File: src/rtl/cpu_pkg.sv
// Shared types for the instruction-memory stage that feeds the 8-bit core.
// Loader state encoding and instruction-byte width/default.
package cpu_pkg;

  typedef enum logic [1:0] {
    IDLE = 2'd0,
    LEN  = 2'd1,
    DATA = 2'd2,
    RUN  = 2'd3
  } loadState_t;

  localparam int INST_W = 8;
  localparam logic [INST_W-1:0] FILL_DEFAULT = 8'h00;

endpackage

File: src/rtl/inst_mem.sv
// Instruction byte store: one synchronous write port, one asynchronous read port.
// Contents survive reset; only the loader's DATA phase writes.
module inst_mem
  import cpu_pkg::*;
#(
  parameter int DEPTH = 256,
  localparam int AW = $clog2(DEPTH)
) (
  input  logic              clk,
  input  logic              we,
  input  logic [AW-1:0]     waddr,
  input  logic [INST_W-1:0] wdata,
  input  logic [AW-1:0]     raddr,
  output logic [INST_W-1:0] rdata
);

  logic [INST_W-1:0] mem [DEPTH];

  always_ff @(posedge clk) begin
    if (we) mem[waddr] <= wdata;
  end

  assign rdata = mem[raddr];

endmodule

File: src/rtl/inst_loader.sv
// Program loader + zero-latency instruction fetch for the single-cycle core.
// Receives a length byte then that many bytes, holding the core in reset until the program is resident.
//
// state | meaning
// IDLE  | no valid program, core held in reset, waiting for load_start
// LEN   | waiting for the length byte (0 means 256)
// DATA  | writing program bytes to mem[0..target-1]
// RUN   | program resident, core released, fetches served from memory
module inst_loader
  import cpu_pkg::*;
#(
  parameter int DEPTH = 256,
  parameter logic [INST_W-1:0] FILL = FILL_DEFAULT,
  parameter int TIMEOUT = 1_000_000
) (
  input  logic              clk,
  input  logic              Reset,
  input  logic              load_start,
  input  logic [7:0]        s_data,
  input  logic              s_valid,
  output logic              s_ready,
  input  logic [7:0]        ReadAddress,
  output logic [INST_W-1:0] Instruction,
  output logic              cpu_reset,
  output logic              loading,
  output logic              load_err,
  output logic [8:0]        prog_len
);

  localparam int AW = $clog2(DEPTH);
  localparam int TW = $clog2(TIMEOUT);
  localparam logic [TW-1:0] TMO_LAST = TW'(TIMEOUT - 1);

  loadState_t        state;
  logic [8:0]        byteCnt;
  logic [8:0]        target;
  logic [TW-1:0]     tmoCnt;
  logic              accept;
  logic [8:0]        cntNext;
  logic [8:0]        lenTarget;
  logic              memWe;
  logic [INST_W-1:0] memData;

  assign accept    = s_valid && s_ready;
  assign cntNext   = byteCnt + 9'd1;
  assign lenTarget = (s_data == 8'h00) ? 9'd256 : {1'b0, s_data};
  // load_start outranks a same-cycle transfer, so the byte must not reach memory
  assign memWe     = (state == DATA) && accept && !load_start;

  always_ff @(posedge clk or posedge Reset) begin
    if (Reset) begin
      state     <= IDLE;
      cpu_reset <= 1'b1;
      s_ready   <= 1'b0;
      loading   <= 1'b0;
      load_err  <= 1'b0;
      prog_len  <= 9'd0;
      byteCnt   <= 9'd0;
      target    <= 9'd0;
      tmoCnt    <= '0;
    end else if (load_start) begin
      state     <= LEN;
      cpu_reset <= 1'b1;
      s_ready   <= 1'b1;
      loading   <= 1'b1;
      byteCnt   <= 9'd0;
      tmoCnt    <= '0;
    end else begin
      case (state)
        LEN, DATA: begin
          if (accept) begin
            tmoCnt <= '0;
            if (state == LEN) begin
              target   <= lenTarget;
              byteCnt  <= 9'd0;
              load_err <= 1'b0;
              state    <= DATA;
            end else begin
              byteCnt <= cntNext;
              if (cntNext == target) begin
                state     <= RUN;
                prog_len  <= target;
                cpu_reset <= 1'b0;
                s_ready   <= 1'b0;
                loading   <= 1'b0;
              end
            end
          end else if (tmoCnt == TMO_LAST) begin
            state    <= IDLE;
            load_err <= 1'b1;
            prog_len <= 9'd0;
            s_ready  <= 1'b0;
            loading  <= 1'b0;
            tmoCnt   <= '0;
          end else begin
            tmoCnt <= tmoCnt + TW'(1);
          end
        end
        default: ;
      endcase
    end
  end

  inst_mem #(.DEPTH(DEPTH)) uMem (
    .clk   (clk),
    .we    (memWe),
    .waddr (byteCnt[AW-1:0]),
    .wdata (s_data),
    .raddr (ReadAddress[AW-1:0]),
    .rdata (memData)
  );

  // 9-bit compare so a 256-byte program exposes every address
  assign Instruction = (state == RUN && {1'b0, ReadAddress} < prog_len) ? memData : FILL;

endmodule
File: config.mk
export PLATFORM = sky130hd
export DESIGN_NAME = inst_loader
export DESIGN_NICKNAME = d
export VERILOG_FILES = /design/src/rtl/cpu_pkg.sv /design/src/rtl/inst_mem.sv /design/src/rtl/inst_loader.sv
export SDC_FILE = /design/constraint.sdc
export NUM_CORES = 2
export LEC_CHECK = 0
export ABC_AREA = 0
export CAP_MARGIN = 20
export CORE_MARGIN = 2
export CORE_UTILIZATION = 42
export CTS_CLUSTER_DIAMETER = 60
export DETAILED_ROUTE_END_ITERATION = 10
export MAX_ROUTING_LAYER = met4
export PLACE_DENSITY_LB_ADDON = 0.15
export SYNTH_ARGS = -nofsm -noshare
export SYNTH_HDL_FRONTEND = slang
export SYNTH_SLANG_ARGS = --single-unit
export TNS_END_PERCENT = 30
File: constraint.sdc
create_clock -name clk -period 4.75 [get_ports clk]
set_clock_uncertainty 0.15 [all_clocks]
set_input_delay 0.475 -clock clk [delete_from_list [all_inputs] [get_ports clk]]
set_output_delay 0.475 -clock clk [all_outputs]
set_load 0.05 [all_outputs]
==> results.sh <==
export IMPL_status="complete, no violations"
export IMPL_synth_top_cells_by_area="edfxtp_1 (74%), mux4_2 (11%), mux2i_1 (3.4%), nor2_1 (1.6%), dfrtp_1 (1.5%)"
export IMPL_antenna_found_initial=8
export IMPL_cts_tree="yes"
export IMPL_max_slew_margin_pct=26.0
export IMPL_cpMostUsedCell="buf_4"
export IMPL_ys_seq_area_share_pct=75.7
export IMPL_cts_root_buffer="clkbuf_16"
export IMPL_crit_arrival_ps=4120
export IMPL_path_clk_slew_ps=60
export IMPL_cp_cell_sequence="inv_1 -> ha_1 -> nor4b_1 -> o21ai_2 -> a41oi_4 -> buf_4 -> o211ai_1 -> buf_4 -> nor4_2 -> a31oi_1 -> nand4_1 -> buf_4 -> buf_12"
export IMPL_hold_viol_final=0
export IMPL_synth_fp_nets=4257
export IMPL_synth_warnings=0
export IMPL_synth_area_sq_um=83000
export IMPL_grt_overflow=0
export IMPL_die_h_um=449
export IMPL_core_sq_um=197000
export IMPL_row_count=163
export IMPL_synth_edf_count=2048
export IMPL_via_count=44000
export IMPL_die_area_sq_um=201000
export IMPL_drc=0
export IMPL_critPathMaxStageDelay_ps=440
export IMPL_syn_inst=4221
export IMPL_initial_core_util_pct=42.2
export IMPL_p_per_area_nw_per_um2=412
export IMPL_final_nets=4654
export IMPL_cp_end_kind="primary output"
export IMPL_grt_start_max_net_pins=159
export IMPL_syn2layout_area_growth_pct=15.4
export IMPL_yosysTopAreaCell="edfxtp_1"
export IMPL_wl_per_cell_um=32.9
export IMPL_postRouteWirelength_um=245000
export IMPL_cts_buffers=215
export IMPL_critPathMaxFanout=6
export IMPL_final_area_sq_um=95700
export IMPL_pre_cts_ws_ps=-246
export IMPL_critPathLaunchType="flop"
export IMPL_clk_latency_ps=870
export IMPL_gp_congestion=0.875
export IMPL_leakage_nw=30.9
export IMPL_slew_viol_final=0
export IMPL_final_common_cell="edfxtp_1"
export IMPL_dr_pass1_iters=6
export IMPL_place_area_sq_um=88700
export IMPL_ys_flop_type="edfxtp_1"
export IMPL_max_clock_freq_mhz=211
export IMPL_drive_gt1_share_pct=24.1
export IMPL_synth_seq_cells=2100
export IMPL_final_cells=7445
export IMPL_peakVddDrop_mv=0.397
export IMPL_tightest_slew_ps=1110
export IMPL_drtIter0Drc=5478
export IMPL_grt_pass1_wl_um=344000
export IMPL_hold_class="in -> reg"
export IMPL_setup_tns_ps=0
export IMPL_cts_htree_levels=4
export IMPL_grt_pass1_vias=43300
export IMPL_async_reset_ff_share_pct=2.48
export IMPL_dp_hpwl_um=156000
export IMPL_die_w_um=449
export IMPL_synth_top_area_share_pct=74.1
export IMPL_setup_viol=0
export IMPL_slowest_stage="nor4_2"
export IMPL_dp_cells=7035
export IMPL_rsz0062_at_grt="yes"
export IMPL_final_cell_mix="edfxtp_1 (2,048), mux4_2 (392), nor2_1 (355)"
export IMPL_avgSynthCellArea_sq_um=19.7
export IMPL_via_per_inst=5.91
export IMPL_fin_ws_ps=9.00
export IMPL_port_buffers=40
export IMPL_maxCapViolCount=0
export IMPL_critPathKind="reg -> out"
export IMPL_ios=41
export IMPL_clock_sinks=2100
export IMPL_cp_required_ps=4120
export IMPL_min_period_over_period_pct=99.8
export IMPL_clockBufferDepth=3
export IMPL_final_antenna_net_count=0
export IMPL_yosys_cell_types_count=75
export IMPL_grt_usage_pct=24.9
export IMPL_period_needed_ps=4740
-- logic make-up after synthesis --
logic type               share of synthesized area, %
AND/OR/NAND/NOR                                  3.40
adder cells (fa/ha/maj)                         0.241
flip-flops                                       75.7
buffers and inverters                            1.97
AO/OA/AOI/OAI                                    4.09
XOR/XNOR                                        0.350
multiplexers                                     14.3
-- area by class of cell --
type	instances	area, sq um
multi-input combinational	1851	18700
fill	16300	101000
sequential	2100	62800
inverter	19	76.3
tap	2640	3300
clock inverter	122	1230
clock buffer	277	5610
timing repair buffer	431	3990
antenna	5	12.5
-- critical path, delay by kind of cell (launching register included) --
kind / cells / cell delay [ps]
buffers and inverters: 5 / 790
AND/OR/NAND/NOR: 3 / 1090
flip-flops: 1 / 380
AO/OA/AOI/OAI: 4 / 790
adder cells (fa/ha/maj): 1 / 190
-- metal layers --
layer | share of wire, % | up-vias | wire (um) | GRT usage, %
met2 | 46 | 1842 | 113000 | 36.9
met1 | 44 | 23600 | 107000 | 35.6
li1 | - | 18200 | - | -
met3 | 7.4 | 358 | 18100 | 4.07
met5 | 0 | - | 0 | -
met4 | 2.9 | 0 | 7060 | 7.02
-- through the flow --
| stage | total power (W) | utilization (%) | hold slack [ps] |
|---|---|---|---|
| final | 0.0394 | 48.6 | 6.23 |
| after detailed placement | 0.0233 | 45.1 | 319 |
| after global routing | 0.0406 | 48.6 | 23.7 |
| after floorplan | 0.0221 | - | 334 |
| after CTS | 0.0397 | 48.6 | 18.9 |
| after global placement | 0.0233 | 45.1 | 315 |
-- sequential cells by signal (all words and copies together), names as in the netlist --
signal,cells
byteCnt,9
uMem.mem,2048
load_err,1
state,2
prog_len,9
loading,1
target,9
cpu_reset,1
tmoCnt,20
-- synth_stat cells, drive strengths merged (6+ instances only) --
library cell,n
a22oi,56
a21oi,57
nor4,12
inv,17
nand2b,13
dfrtp,51
nor2b,23
and2,11
xor2,17
o22ai,21
nand2,100
o21ai,92
mux2i,282
a22o,20
a221o,28
a2111oi,7
edfxtp,2048
and3,11
nor3,33
xnor2,11
o211ai,10
mux4,392
or3,6
a31oi,11
nand3,47
o31ai,14
or2,6
buf,153
a221oi,93
mux2,17
ha,16
nor2,357
clkbuf,98
a211oi,19
o21a,6
nand4,9
-- path summary, 6_finish.rpt --
check / end / slack [ps] / cells after the start / start
worst max register to register: uMem.mem[92][2] / 900 / 3 / byteCnt[4]
worst max-delay path: Instruction[5] / 9 / 13 / prog_len[6]
min in group asynchronous: load_err / 370 / 3 / Reset
worst min register to register: cpu_reset / 330 / 2 / cpu_reset
max in group asynchronous: byteCnt[1] / 3530 / 4 / Reset
worst min-delay path: uMem.mem[22][5] / 6 / 1 / s_data[5]
-- what timing repair did --
item	in CTS	in global routing
pin swaps	4	1
endpoints found under the setup margin	8	4
resized for setup	19	2
hold endpoints to repair	42	39
hold buffers	2	1
buffers inserted	2	0
-- power by group --
part / switching [W] / internal (W)
logic: 0.00163 / 0.000857
clock network: 0.00722 / 0.00930
registers: 0.0000669 / 0.0204
total: 0.00891 / 0.0305
(Power assumes the default switching activity.)
